--- config.mk ---
export PLATFORM = sky130hd
export DESIGN_NAME = vec_mul_stage
export DESIGN_NICKNAME = d
export VERILOG_FILES = /design/src/rtl/vec_mul_pkg.sv /design/src/rtl/sat_mul.sv /design/src/rtl/vec_mul_stage.sv
export SDC_FILE = /design/constraint.sdc
export NUM_CORES = 1
export LEC_CHECK = 0
export CORE_MARGIN = 4
export CORE_UTILIZATION = 50
export CTS_CLUSTER_SIZE = 8
export DETAILED_ROUTE_END_ITERATION = 8
export PLACE_DENSITY = 0.74
export RECOVER_POWER = 50
export SLEW_MARGIN = 0
export SYNTH_ARGS = -nofsm -noshare
export SYNTH_HDL_FRONTEND = slang
export SYNTH_HIERARCHICAL = 1
export SYNTH_SLANG_ARGS = --single-unit
--- constraint.sdc ---
create_clock -name clock -period 12.1 [get_ports clock]
set_input_delay 1.21 -clock clock [delete_from_list [all_inputs] [get_ports clock]]
set_output_delay 1.21 -clock clock [all_outputs]
set_load 0.01 [all_outputs]
--- src/rtl/vec_mul_pkg.sv ---
// ============================================================================
// Module  : vec_mul_pkg
// Brief   : Shared width constants and the FILL/HOLD stage state encoding.
// Revision: 1.0 - initial release
// ============================================================================
`default_nettype none

`ifndef BITS
`define BITS 8
`endif
`ifndef VEC_LEN
`define VEC_LEN 4
`endif

package vec_mul_pkg;

  localparam int c_STATE_W = 1;

  // Collect stages: FILL gathers elements, HOLD presents the finished vector.
  typedef enum logic [c_STATE_W-1:0] {
    ST_FILL = 1'b0,
    ST_HOLD = 1'b1
  } stage_state_e;

endpackage

`default_nettype wire

--- src/rtl/sat_mul.sv ---
// ============================================================================
// Module  : sat_mul
// Brief   : Combinational signed multiply, saturated to OUT_BITS.
// Revision: 1.0 - initial release
// ============================================================================
`default_nettype none

module sat_mul #(
  parameter int IN_BITS  = 8,
  parameter int OUT_BITS = 8
) (
  input  logic signed [IN_BITS-1:0]  a,
  input  logic signed [IN_BITS-1:0]  b,
  output logic signed [OUT_BITS-1:0] product,
  output logic                       sat
);

  localparam int c_PW = 2 * IN_BITS;

  // Clamp bounds expressed at full product width so the compare stays signed.
  localparam logic signed [c_PW-1:0] c_MAX =
    {{(c_PW - OUT_BITS + 1){1'b0}}, {(OUT_BITS - 1){1'b1}}};
  localparam logic signed [c_PW-1:0] c_MIN =
    {{(c_PW - OUT_BITS + 1){1'b1}}, {(OUT_BITS - 1){1'b0}}};

  logic signed [c_PW-1:0] w_full;

  assign w_full = a * b;

  always_comb begin
    product = w_full[OUT_BITS-1:0];
    sat     = 1'b0;
    if (w_full > c_MAX) begin
      product = c_MAX[OUT_BITS-1:0];
      sat     = 1'b1;
    end else if (w_full < c_MIN) begin
      product = c_MIN[OUT_BITS-1:0];
      sat     = 1'b1;
    end
  end

endmodule

`default_nettype wire

--- src/rtl/vec_mul_stage.sv ---
// ============================================================================
// Module  : vec_mul_stage
// Brief   : Collects VEC_LEN saturated products and holds them for the summer.
// Revision: 1.0 - initial release
// ============================================================================
`default_nettype none

module vec_mul_stage
  import vec_mul_pkg::*;
#(
  parameter int IN_BITS  = `BITS,
  parameter int OUT_BITS = `BITS,
  parameter int VEC_LEN  = `VEC_LEN
) (
  input  logic                       clock,
  input  logic                       reset,
  input  logic                       in_valid,
  output logic                       in_ready,
  input  logic signed [IN_BITS-1:0]  in_act,
  input  logic signed [IN_BITS-1:0]  in_wgt,
  input  logic                       in_relu,
  output logic                       out_valid,
  input  logic                       out_ready,
  output logic signed [OUT_BITS-1:0] out_vec [VEC_LEN],
  output logic                       out_relu,
  output logic                       out_ovf
);

  localparam int c_IDX_W = (VEC_LEN > 1) ? $clog2(VEC_LEN) : 1;
  localparam logic [c_IDX_W-1:0] c_LAST = c_IDX_W'(VEC_LEN - 1);

  stage_state_e               r_state;
  stage_state_e               w_next_state;
  logic [c_IDX_W-1:0]         r_idx;
  logic signed [OUT_BITS-1:0] r_vec [VEC_LEN];
  logic                       r_relu;
  logic                       r_ovf;
  logic                       w_accept;
  logic signed [OUT_BITS-1:0] w_prod;
  logic                       w_sat;

  sat_mul #(
    .IN_BITS  (IN_BITS),
    .OUT_BITS (OUT_BITS)
  ) u_sat_mul (
    .a       (in_act),
    .b       (in_wgt),
    .product (w_prod),
    .sat     (w_sat)
  );

  always_ff @(posedge clock) begin
    if (reset) r_state <= ST_FILL;
    else       r_state <= w_next_state;
  end

  always_comb begin
    w_next_state = r_state;
    case (r_state)
      ST_FILL: if (w_accept && (r_idx == c_LAST)) w_next_state = ST_HOLD;
      ST_HOLD: if (out_ready)                     w_next_state = ST_FILL;
      default: w_next_state = ST_FILL;
    endcase
  end

  // Handshakes are masked during reset so nothing leaks out of a discarded vector.
  always_comb begin
    in_ready  = (r_state == ST_FILL) && !reset;
    out_valid = (r_state == ST_HOLD) && !reset;
  end

  assign w_accept = in_valid && in_ready;

  always_ff @(posedge clock) begin
    if (reset) begin
      r_idx  <= '0;
      r_relu <= 1'b0;
      r_ovf  <= 1'b0;
      for (int i = 0; i < VEC_LEN; i++) r_vec[i] <= '0;
    end else if (w_accept) begin
      r_vec[r_idx] <= w_prod;
      r_idx        <= (r_idx == c_LAST) ? '0 : r_idx + 1'b1;
      if (r_idx == '0) begin
        r_relu <= in_relu;
        r_ovf  <= w_sat;
      end else begin
        r_ovf  <= r_ovf | w_sat;
      end
    end
  end

  assign out_vec  = r_vec;
  assign out_relu = r_relu;
  assign out_ovf  = r_ovf;

endmodule

`default_nettype wire

## After elaboration in Yosys (flattened, before gate mapping)

Index checks and enable logic that the tools add are counted.

| operators by class | value |
|---|---|
| add/subtract/negate cells | 1 |
| multipliers | 1 |
| div/mod/pow operators | 0 |
| order comparisons | 4 |
| equality and inequality tests | 1 |
| shift-type cells | 0 |
| muxes and demuxes | 12 |
| bitwise gates (word level) | 3 |
| reductions and logical operators | 8 |

Operators by type and width:

| operator | number |
|---|---|
| 32-bit bitwise mux | 1 |
| 8-bit two-way mux | 3 |
| 8-bit demux with 2-bit select | 1 |
| 16-bit by 8-bit greater-than comparator with 1-bit output (second input constant) | 1 |
| 16-bit by 8-bit less-than comparator with 1-bit output (second input constant) | 1 |
| 8-bit by 8-bit multiplier with 16-bit output | 1 |
| 1-bit logical AND | 5 |
| 1-bit two-way mux | 5 |
| 3-bit greater-or-equal comparator (second input constant) | 1 |
| 3-bit by 1-bit less-than comparator with 1-bit output (second input constant) | 1 |
| 2-bit NOT with 3-bit output | 1 |
| 2-bit by 1-bit adder with 2-bit output (second input constant) | 1 |
| 2-bit == test (second input constant) | 1 |
| 2-bit zero test | 1 |
| 2-bit two-way mux | 1 |
| 1-bit case mux with 2 select lines | 1 |
| 2-bit AND reduction | 1 |
| 1-bit zero test | 1 |
| 1-bit NOT | 1 |
| 1-bit OR | 1 |

| storage, ports and cells | value |
|---|---|
| flip-flop bits (word level) | 37 |
| bits in latches | 0 |
| bits in writable memories | 0 |
| bits in read-only memories | 0 |
| input bits | 21 |
| word-level logic and storage cells | 38 |
| memories | 0 |

## Logic depth before layout (Yosys ltp)

Gate-level depths: netlist (run 1).

| depth | value |
|---|---|
| word-level depth | 6 |
| gate-level depth with buffers | 21 |

## Hierarchy

Netlist (run 1), hierarchy kept.

Modules (own cells, without submodules):

| module | instances | cells an instance | area an instance (um^2) | sequential area each (um^2) |
|---|---|---|---|---|
| sat_mul | 1 | 312 | 2751.4 | 0.0 |
| vec_mul_stage | 1 | 172 | 1460.2 | 740.7 |

## Least setup slack after synthesis (run 1)

Ideal clock, no wire load.

| timing | value |
|---|---|
| path type | input to register |
| start | input in_act[7] |
| end | register r_vec (netlist bit out_vec[0]) |
| arrival | 5.846 ns |
| required time | 12.031 ns |
| slack | 6.186 ns |
| stages on the path | 16 |
| path buffers | 0 |
| path through | and2_1 > fa_1 > inv_1 > fa_1 > fa_1 > fa_1 > inv_1 > ha_1 > or3b_1 > or4_1 > o311ai_2 > nand4_2 > o31ai_4 > and3_1 > nand2_1 > a21oi_2 |

| on the way | value |
|---|---|
| word-level cells in the longest chain between the ends | 5 |
| elaborated cells between the ends (all ways) | 6 |

RTL lines:

| element | RTL line | text |
|---|---|---|
| from (decl) | vec_mul_stage.sv:19 | `input logic signed [IN_BITS-1:0] in_act,` |
| 8-bit by 8-bit multiplier with 16-bit output * | sat_mul.sv:28 | `assign w_full = a * b;` |
| 16-bit by 8-bit less-than comparator with 1-bit output | sat_mul.sv:36 | `end else if (w_full < c_MIN) begin` |
| 8-bit two-way mux | sat_mul.sv:36 |  |
| 8-bit two-way mux * | sat_mul.sv:33 | `if (w_full > c_MAX) begin` |
| via w_prod[0] | vec_mul_stage.sv:39 | `logic signed [OUT_BITS-1:0] w_prod;` |
| 32-bit bitwise mux * | vec_mul_stage.sv:81 | `r_vec[r_idx] <= w_prod;` |
| to (signal, indexed assignment) | vec_mul_stage.sv:81 |  |
| to (decl) | vec_mul_stage.sv:35 | `logic signed [OUT_BITS-1:0] r_vec [VEC_LEN];` |

The timed path passes the listed nets; every way through them passes the cells marked *.
A chain may end at the register's enable or synchronous reset.

## Final worst setup path (run 1)

| timing | value |
|---|---|
| start | input in_wgt[2] |
| end | register r_vec (netlist bit out_vec[30]) |

| on the way | value |
|---|---|
| word-level cells in the longest chain between the ends | 5 |
| elaborated cells between the ends (all ways) | 6 |

RTL lines:

| element | RTL line | text |
|---|---|---|
| from (decl) | vec_mul_stage.sv:20 | `input logic signed [IN_BITS-1:0] in_wgt,` |
| 8-bit by 8-bit multiplier with 16-bit output * | sat_mul.sv:28 |  |
| 16-bit by 8-bit less-than comparator with 1-bit output | sat_mul.sv:36 |  |
| 8-bit two-way mux | sat_mul.sv:36 |  |
| 8-bit two-way mux * | sat_mul.sv:33 |  |
| via w_prod[6] | vec_mul_stage.sv:39 |  |
| 32-bit bitwise mux * | vec_mul_stage.sv:81 |  |

Marks and branches as above.

==> results of run 1 <==
==> placed cells by master (no fill, tap or decap), types with 2 or more instances in the layout <==
cell             Yosys  final
nand2b_1             2      2
xnor2_1             10     10
and3b_1              2      2
inv_1               82     82
o21ai_0              4      4
nand2_1             83     83
fa_1                55     55
ha_1                33     33
or4_1                2      2
o21a_1               7      7
clkdlybuf4s50_1      0     23
a21o_1               2      2
a21oi_1             31     31
and3_1               3      3
mux2i_1              2      2
nor3_1               4      4
a21oi_2              9      9
nand3b_1             3      3
and2_1              46     46
nor2b_1              7      7
clkbuf_8             0      6
nor2_1              10     10
nand3_1              2      2
dfxtp_1             37     37
a21o_2               2      2
a211oi_1             5      5
and3b_2              2      2
xor2_1               4      4
or3_1                2      2
dlygate4sd3_1        0     33
==> layout make-up <==
class	count	area (um2)	share of cell area, %
tap	105	131	2.65
clock buffer	7	86.3	1.74
sequential	37	741	15.0
inverter	82	308	6.21
multi-input combinational	354	3090	62.4
clock inverter	1	30.0	0.606
timing repair buffer	57	568	11.5
==> cells in the mapped netlist, types with 2 or more instances <==
master,number
a211oi_1,5
nor2b_1,7
a21oi_1,31
and3b_2,2
dfxtp_1,37
a21o_2,2
and3_1,3
and2_1,46
nand3_1,2
buf_6,2
nor3_1,4
nand2_1,83
buf_4,4
or3_1,2
nand2b_1,2
o21a_1,7
xnor2_1,10
and3b_1,2
nand3b_1,3
inv_1,82
a21o_1,2
ha_1,33
mux2i_1,2
clkbuf_1,4
or4_1,2
nor2_1,10
a21oi_2,9
fa_1,55
xor2_1,4
o21ai_0,4
==> sequential cells by signal, indices dropped and copies added, names as in the netlist <==
name      flops
r_state       1
out_vec      32
out_ovf       1
r_idx         2
out_relu      1
==> cell families after synthesis <==
logic type               Yosys count  synth area share, %
AND/OR/NAND/NOR                  177                 21.7
buffers and inverters             93                 9.03
adder cells (fa/ha/maj)           88                 35.9
AO/OA/AOI/OAI                     72                 12.0
flip-flops                        37                 17.6
XOR/XNOR                          14                 2.91
multiplexers                       3                0.743
==> final timing paths <==
check / from / to / slack [ns] / cells past startpoint
setup / recovery: in_wgt[2] / out_vec[30] / 5.30 / 18
hold / removal: out_vec[19] / out_vec[19] / 0.45 / 2
setup reg to reg: r_idx[0] / out_vec[4] / 10.72 / 4
hold reg to reg: out_vec[19] / out_vec[19] / 0.45 / 2
==> stage by stage <==
step / hold WS (ns) / area (um2) / setup WS (ns) / utilization (%) / std cells
after detailed placement: 0.448 / 4840 / 4.99 / 58.9 / 635
after global routing: 0.470 / 4950 / 4.98 / 60.3 / 643
after CTS: 0.459 / 4950 / 5.27 / 60.3 / 643
after global placement: 0.443 / 4840 / 5.13 / 58.9 / 635
final: 0.453 / 4950 / 5.30 / 60.3 / 643
after floorplan: 0.481 / 4210 / 6.19 / - / 484
==> metal layers <==
metal,global-route usage (%),part of all wire (%),vias to the layer above,wire [um]
li1,-,-,1629,-
met1,28.2,44,1643,4170
met2,35.9,51,71,4870
met3,2.36,4.5,7,426
met4,3.57,0.86,0,82
met5,0,0,-,0
==> critical path, delay by kind of cell <==
family                   cells  cell delay [ns]
AO/OA/AOI/OAI                3             0.67
AND/OR/NAND/NOR              6             1.66
adder cells (fa/ha/maj)      5             2.63
buffers and inverters        4             0.86
==> power breakdown <==
part           internal [mW]  total [mW]  leakage [nW]  switching, mW
clock                 0.0672       0.112        0.0585         0.0451
combinational          0.340       0.859          1.92          0.518
sequential             0.141       0.152         0.300         0.0106
==> run summary, run 1 <==
Final Setup Violations: 0
post-CTS setup buffers: 0
Worst setup SP type: primary input
Yosys top cell area share: 26.1%
Layout area overhead: 17.6%
Synth area leaders: fa_1 26%, dfxtp_1 18%, ha_1 9.8%
Achievable Freq: 0.147 GHz
setup_tns: 0 ns
RSZ-0062 raised after global routing: no
Clock transition at path regs: 0.07 ns
Initial Util: 51.3%
DRT Wirelength: 9550 um
Seq cells post-synth: 37
ANT nets after route: 0
Max clock buf depth: 2
status: finished, final reports clean
CTS tree: built
drc violations: 0
CTS root buf: clkbuf_8
Mapped Area: 0.00421 mm2
ys async rst share: 0%
Fillers: 762
Rel. slew slack: 67.6%
WS Path Type: primary input to flip-flop
post-synth net total: 593
Post-synth EDFFs: 0
Crit. End Element: flip-flop
Worst-Margin Slew: 0.486 ns
Yosys top cell by area: fa_1
H-tree levels: 2
vias in the first global route: 3475
Data arrival, critical path: 7.02 ns
wire length per cell: 14.9 um
final hold vios: 0
Port Buffers: 56
max_cap viols: 0
maximum vdd drop: 0.190 mV
largest net degree at the start of global routing: 40
CP required: 12.32 ns
Placeable Area: 0.00822 mm2
CP max stage cell: fa_1
Cells after Synth: 484
Detail Placement HPWL: 7890 um
gp weighted congestion: 0.835
share of cells above drive strength 1: 5.76%
Tmin final: 6.80 ns
worst skew pair latency: 0.29 ns
Seq/Total Area, Yosys: 17.6%
CP Cell Sequence: clkdlybuf4s50_1 > nand2_1 > inv_1 > fa_1 > inv_1 > fa_1 > fa_1 > fa_1 > inv_1 > ha_1 > or3b_1 > or4_1 > o311ai_2 > nand4_2 > o31ai_4 > and3_1 > nand2_1 > a21oi_1
die width: 99.8 um
clk sinks: 37
Main synth FF type: dfxtp_1
grt ovf: 0
Final Max Tran Viols: 0
via/cell ratio: 5.21
IO Count: 57
skew final: 0.00345 ns
row cnt: 33
Lkg Pwr: 2.28 nW
synth unique cells: 53
DR iter-0 viols: 111
Num CTS Buffers: 5
initial antenna violation count: 0
post-cts resize count: 0
final layout net count: 646
Mean Syn Cell Area: 8.70 um2
Diodes inserted: 0
Yosys Warn Count: 6
die outline height: 99.8 um
detailed-route via count: 3350
worst min-delay path class: flip-flop to flip-flop
Initial DRT Pass Iterations: 4
first-pass GRT wire length: 16700 um
cell area power density: 227 mW/mm2
hold_buf cts: 0
overall power: 1.12 mW
CP max stage delay: 0.60 ns
CP most frequent cell: fa_1
period utilisation layout: 56.2%
critical path fanouts, max: 9
Die ar.: 0.00996 mm2
All-Layer GR Usage: 20.7%
No activity file was read; power rests on OpenSTA's default activity.
==> run 2, diff against run 1 <==
--- a/config.mk
+++ b/config.mk
@@ -9,7 +9,7 @@
 export CORE_UTILIZATION = 50
 export CTS_CLUSTER_SIZE = 8
 export DETAILED_ROUTE_END_ITERATION = 8
-export PLACE_DENSITY = 0.74
+export PLACE_DENSITY = 0.77
 export RECOVER_POWER = 50
 export SLEW_MARGIN = 0
 export SYNTH_ARGS = -nofsm -noshare
==> constraint.sdc (replaced) <==
create_clock -name clock -period 6.1 [get_ports clock]
set_input_delay 0.61 -clock clock [delete_from_list [all_inputs] [get_ports clock]]
set_output_delay 0.61 -clock clock [all_outputs]
set_load 0.01 [all_outputs]
==> run 2 against run 1 <==
Sequential share of layout area fell by 0.60 points; routed wire length fell by 1.1%; global-route usage fell by 0.50 points; sequential power rose by 96%.
==> run summary, run 2 (synthesis results as in run 1) <==
worst skew pair latency: 0.29 ns (about the same)
worst hold path endpoint: out_vec[21] (was out_vec[19])
CP required: 6.32 ns (was 12.32 ns)
Clock transition at path regs: 0.08 ns (was 0.07 ns)
All-Layer GR Usage: 20.2% (was 20.7%)
hold path startpoint: out_vec[21] (was out_vec[19])
DR iter-0 viols: 144 (was 111)
CP max stage cell: clkdlybuf4s50_1 (was fa_1)
Lkg Pwr: 2.42 nW (was 2.28 nW)
most common library cell in the layout ignoring fill and taps: nand2_1 (unchanged)
Achievable Freq: 0.172 GHz
Worst Reg2Reg Path Length in Cells: 4 (unchanged)
share of cells above drive strength 1: 9.86% (was 5.76%)
CP max stage delay: 0.63 ns (was 0.60 ns)
via/cell ratio: 5.17 (was 5.21)
CTS tree: built (unchanged)
Fillers: 716 (was 762)
vias in the first global route: 3636 (was 3475)
Layout area overhead: 22.5% (was 17.6%)
row cnt: 33 (unchanged)
initial antenna violation count: 0 (unchanged)
CTS root buf: clkbuf_8 (unchanged)
cell area power density: 487 mW/mm2 (was 227 mW/mm2)
worst r2r src: r_idx[0] (unchanged)
worst min-delay path class: flip-flop to flip-flop (unchanged)
Rel. slew slack: 70.8% (was 67.6%)
post-CTS setup buffers: 0 (unchanged)
ANT nets after route: 0 (unchanged)
Tmin final: 5.83 ns
maximum vdd drop: 0.437 mV (was 0.190 mV)
critical path fanouts, max: 9 (unchanged)
final layout net count: 666 (was 646)
max reg flops: 32 (unchanged)
Crit. End Element: flip-flop (unchanged)
Worst-Margin Slew: 0.439 ns (was 0.486 ns)
die width: 99.8 um (unchanged)
commonest cells after routing, fill and taps aside: 83 x nand2_1, 82 x inv_1, 55 x fa_1 (unchanged)
Max clock buf depth: 2 (unchanged)
Initial Util: 51.3% (unchanged)
die outline height: 99.8 um (unchanged)
Worst setup SP type: primary input (unchanged)
Data arrival, critical path: 6.05 ns (was 7.02 ns)
DRT Wirelength: 9440 um (was 9550 um)
CP startpoint: in_wgt[6] (was in_wgt[2])
H-tree levels: 2 (unchanged)
skew final: 0.00273 ns (was 0.00345 ns)
Placeable Area: 0.00822 mm2 (unchanged)
period utilisation layout: 95.5%
Diodes inserted: 0 (unchanged)
grt ovf: 0 (unchanged)
first-pass GRT wire length: 16600 um (was 16700 um)
Port Buffers: 56 (unchanged)
DP Worst Slack: -0.188 ns (was 4.99 ns)
wire length per cell: 14.2 um (was 14.9 um)
largest net degree at the start of global routing: 40 (unchanged)
Die ar.: 0.00996 mm2 (unchanged)
drc violations: 0 (unchanged)
r2r setup slk: 4.77 ns (was 10.72 ns)
detailed-route via count: 3431 (was 3350)
Crit Reg-Reg Endpoint: out_vec[2] (was out_vec[4])
PnR worst setup slack: 0.272 ns (was 5.30 ns)
IO Count: 57 (unchanged)
Final Max Tran Viols: 0 (unchanged)
WS Path Type: primary input to flip-flop (unchanged)
Hold Path Depth: 2 (unchanged)
final hold vios: 0 (unchanged)
max_cap viols: 0 (unchanged)
Detail Placement HPWL: 7790 um (was 7890 um)
RSZ-0062 raised after global routing: no (unchanged)
Num CTS Buffers: 5 (unchanged)
Final Setup Violations: 0 (unchanged)
CP most frequent cell: fa_1 (unchanged)
tightest hold margin: 0.454 ns (was 0.453 ns)
clk sinks: 37 (unchanged)
Initial DRT Pass Iterations: 4 (unchanged)
CP Cell Sequence: clkdlybuf4s50_1 > and2_1 > fa_1 > fa_1 > fa_1 > inv_1 > fa_1 > inv_1 > ha_1 > a21o_2 > and2_1 > or4_1 > o311ai_2 > nand4_2 > o31ai_4 > and3_1 > nand2_1 > a21oi_1 (was clkdlybuf4s50_1 > nand2_1 > inv_1 > fa_1 > inv_1 > fa_1 > fa_1 > fa_1 > inv_1 > ha_1 > or3b_1 > or4_1 > o311ai_2 > nand4_2 > o31ai_4 > and3_1 > nand2_1 > a21oi_1)
gp weighted congestion: 0.834 (was 0.835)
status: finished, final reports clean (unchanged)
[run 2: worst max path at each step]
| stage | end | slack [ns] | cells past startpoint |
|---|---|---|---|
| 6_report | out_vec[16] | 0.27 | 18 |
| 5_1_grt | out_vec[11] | 0.009 | 18 |
| 3_5_place_dp | out_vec[14] | -0.19 | 18 |
| 3_3_place_gp | out_vec[30] | -0.10 | 18 |
| 4_1_cts | out_vec[6] | 0.10 | 18 |
| 2_1_floorplan | out_vec[0] | 0.79 | 16 |
[run 2: area by class of cell]
type	instances	area [um2]	area share (%)
well taps	105	131	2.55
flip-flops and latches	37	741	14.4
clock inverters	3	68.8	1.33
repair buffers	77	738	14.3
clock buffers	5	68.8	1.33
inverters	82	308	5.97
multi-input cells	354	3100	60.2
[run 2: worst max-delay path: cells and delay by family]
family	cells	cell delay [ns]
buffers and inverters	3	0.72
AO/OA/AOI/OAI	4	0.82
adder cells (fa/ha/maj)	5	2.39
AND/OR/NAND/NOR	6	1.49
[run 2: power by group]
part / internal, mW / switching, mW
combinational: 0.866 / 1.09
clock: 0.165 / 0.0942
sequential: 0.280 / 0.0187
[run 2: timing repair]
| action | 4_1_cts | 5_1_grt |
|---|---|---|
| hold buffers | 0 | 0 |
| setup endpoints to repair | 0 | 28 |
| resized for setup | 0 | 7 |
[run 2: metal layers]
layer / vias to the layer above / track usage (%) / part of all wire, %
met4: 0 / 3.68 / 1.2
li1: 1677 / - / -
met1: 1680 / 27.6 / 46
met3: 14 / 2.57 / 2.9
met2: 60 / 34.7 / 50
met5: - / 0 / 0
[run 2: per-stage QoR]
step                instances  area, um2  power, mW  util [%]  setup TNS (ns)
detailed placement        655       5000       2.21      60.9           -2.57
floorplan                 484       4210       1.61         -               0
CTS                       663       5140       2.48      62.5               0
global route              663       5160       2.76      62.8               0
global placement          655       5000       2.17      60.9          -0.477
finish                    663       5160       2.51      62.8               0
==> run 3, diff against run 2 <==
--- a/config.mk
+++ b/config.mk
@@ -5,11 +5,12 @@
 export SDC_FILE = /design/constraint.sdc
 export NUM_CORES = 1
 export LEC_CHECK = 0
+export ABC_AREA = 1
 export CORE_MARGIN = 4
 export CORE_UTILIZATION = 50
 export CTS_CLUSTER_SIZE = 8
 export DETAILED_ROUTE_END_ITERATION = 8
-export PLACE_DENSITY = 0.77
+export PLACE_DENSITY = 0.76
 export RECOVER_POWER = 50
 export SLEW_MARGIN = 0
 export SYNTH_ARGS = -nofsm -noshare
==> constraint.sdc (replaced) <==
create_clock -name clock -period 5.1 [get_ports clock]
set_input_delay 0.51 -clock clock [delete_from_list [all_inputs] [get_ports clock]]
set_output_delay 0.51 -clock clock [all_outputs]
set_load 0.01 [all_outputs]
==> run 3 against run 2 <==
Clock skew is 0.0047 ns higher; cell count increased by 31%; die area rose by 8.0%; core utilization up 2.8 points; count of clock-buffer cells in the layout is the same; critical path type unchanged; largest power group unchanged.
==> run summary, run 3 <==
post-CTS setup buffers: 0 (unchanged)
Seq cells post-synth: 37 (unchanged)
worst skew pair latency: 0.30 ns (was 0.29 ns)
PnR worst setup slack: 0.211 ns (was 0.272 ns)
fin cells: 871 (was 663)
Worst setup SP type: primary input (unchanged)
Worst-Margin Slew: 0.902 ns (was 0.439 ns)
Placeable Area: 0.00881 mm2 (was 0.00822 mm2)
WS Path Type: primary input to flip-flop (unchanged)
max_cap viols: 0 (unchanged)
grt ovf: 0 (unchanged)
final layout net count: 871 (was 666)
period utilisation layout: 95.9%
share of cells above drive strength 1: 13.0% (was 9.86%)
tightest hold margin: 0.495 ns (was 0.454 ns)
Synth area leaders: fa_1 24%, dfxtp_1 16%, nand2_1 16% (was fa_1 26%, dfxtp_1 18%, ha_1 9.8%)
die outline height: 104 um (was 99.8 um)
commonest cells after routing, fill and taps aside: 184 x inv_1, 181 x nand2_1, 81 x nor2_1 (was 83 x nand2_1, 82 x inv_1, 55 x fa_1)
cell area power density: 515 mW/mm2 (was 487 mW/mm2)
All-Layer GR Usage: 20.1% (was 20.2%)
clk sinks: 37 (unchanged)
CTS root buf: clkbuf_8 (unchanged)
Die ar.: 0.0108 mm2 (was 0.00996 mm2)
Detail Placement HPWL: 8460 um (was 7790 um)
synth unique cells: 30 (was 53)
Mapped Area: 0.00458 mm2 (was 0.00421 mm2)
first-pass GRT wire length: 18400 um (was 16600 um)
Num CTS Buffers: 5 (unchanged)
Yosys top cell area share: 24.1% (was 26.1%)
IO Count: 57 (unchanged)
Cells after Synth: 677 (was 484)
Diodes inserted: 0 (unchanged)
Max clock buf depth: 2 (unchanged)
Yosys Warn Count: 6 (unchanged)
placed cells: 863 (was 655)
drc violations: 0 (unchanged)
critical path fanouts, max: 8 (was 9)
overall power: 2.97 mW (was 2.51 mW)
die width: 104 um (was 99.8 um)
most common library cell in the layout ignoring fill and taps: inv_1 (was nand2_1)
CTS tree: built (unchanged)
maximum vdd drop: 0.352 mV (was 0.437 mV)
Yosys top cell by area: fa_1 (unchanged)
ys async rst share: 0% (unchanged)
Seq/Total Area, Yosys: 16.2% (was 17.6%)
hold_buf cts: 0 (unchanged)
synth cell count leaders: 192 x nand2_1, 188 x inv_1, 87 x nor2_1 (was 83 x nand2_1, 82 x inv_1, 55 x fa_1)
Clock transition at path regs: 0.08 ns (about the same)
largest net degree at the start of global routing: 35 (was 40)
detailed-route via count: 4087 (was 3431)
vias in the first global route: 4314 (was 3636)
Main synth FF type: dfxtp_1 (unchanged)
initial antenna violation count: 0 (unchanged)
Final Setup Violations: 0 (unchanged)
Final Max Tran Viols: 0 (unchanged)
ANT nets after route: 0 (unchanged)
DP Worst Slack: -0.416 ns (was -0.188 ns)
Tmin final: 4.89 ns
Lkg Pwr: 3.51 nW (was 2.42 nW)
Fillers: 761 (was 716)
Post-synth EDFFs: 0 (unchanged)
final hold vios: 0 (unchanged)
post-synth net total: 786 (was 593)
via/cell ratio: 4.69 (was 5.17)
most frequent cell after synthesis: nand2_1 (unchanged)
Crit. End Element: flip-flop (unchanged)
Mean Syn Cell Area: 6.76 um2 (was 8.70 um2)
DR iter-0 viols: 231 (was 144)
Data arrival, critical path: 5.07 ns (was 6.05 ns)
Initial DRT Pass Iterations: 4 (unchanged)
wire length per cell: 11.9 um (was 14.2 um)
Achievable Freq: 0.205 GHz
DRT Wirelength: 10400 um (was 9440 um)
max reg flops: 32 (unchanged)
gp weighted congestion: 0.884 (was 0.834)
Port Buffers: 56 (unchanged)
Rel. slew slack: 39.5% (was 70.8%)
worst min-delay path class: flip-flop to flip-flop (unchanged)
row cnt: 34 (was 33)
CP required: 5.28 ns (was 6.32 ns)
H-tree levels: 2 (unchanged)
Layout area overhead: 26.2% (was 22.5%)
setup_tns: 0 ns (unchanged)
status: finished, final reports clean (unchanged)
Initial Util: 52.0% (was 51.3%)
skew final: 0.00741 ns (was 0.00273 ns)
run 3: final cells by class:
class	instances	area, um2	area share (%)
Clock buffer	5	68.8	1.19
Sequential cell	37	741	12.8
Multi-Input combinational cell	429	3170	54.8
Tap cell	108	135	2.34
Clock inverter	3	46.3	0.801
Inverter	189	709	12.3
Timing Repair Buffer	100	908	15.7
run 3: power by group:
group	leakage, nW	internal, mW	switching, mW
Combinational	3.15	0.977	1.41
Sequential	0.301	0.312	0.0130
Clock	0.0543	0.146	0.116
run 3: repair_timing:
item	4_1_cts	5_1_grt
pin swaps	2	21
resized for setup	10	53
endpoints found under the setup margin	25	33
run 3: through the flow:
stage | utilization, % | area, um2
2_1_floorplan | - | 4580
3_3_place_gp | 62.2 | 5480
3_5_place_dp | 62.2 | 5480
4_1_cts | 63.7 | 5610
5_1_grt | 65.6 | 5780
6_report | 65.6 | 5780
run 3: per-layer routing:
metal | share of wire (%) | track usage (%)
met1 | 42 | 24.6
met2 | 52 | 37.2
met3 | 4.5 | 2.99
met4 | 1.3 | 4.94
met5 | 0 | 0
run 3: cells by family (layout without fill, tap and decap cells):
kind of cell	Yosys count	after routing	synth area share (%)
AOI/OAI and AO/OA	16	16	1.99
xor gates and xnor gates	9	9	1.89
adders and majority gates	88	88	33.1
buffers and inverters	211	297	18.2
DFF	37	37	16.2
and+or+nand+nor	316	316	28.7
run 3: worst paths after layout:
path / start / endpoint / slack, ns / cells past startpoint
setup / recovery: in_act[7] / out_ovf / 0.21 / 24
hold / removal: out_ovf / out_ovf / 0.49 / 2
setup reg to reg: r_state / out_vec[3] / 3.39 / 5
hold reg to reg: out_ovf / out_ovf / 0.49 / 2
run 3: worst max-delay path, stage by stage:
cell and delay, ns:
dlygate4sd2_1 0.30, nand2_1 0.11, inv_1 0.07, buf_4 0.14, fa_1 0.51, fa_1 0.44
fa_1 0.55, inv_1 0.06, fa_1 0.52, inv_1 0.04, ha_1 0.34, nand2_2 0.14
inv_1 0.05, a21oi_1 0.20, nand2_1 0.08, nand2_1 0.06, nand2_1 0.08, nor2_1 0.14
nand4_1 0.20, nand2_4 0.16, nand2_2 0.08, o21bai_4 0.17, nand2_1 0.08, a21oi_1 0.06
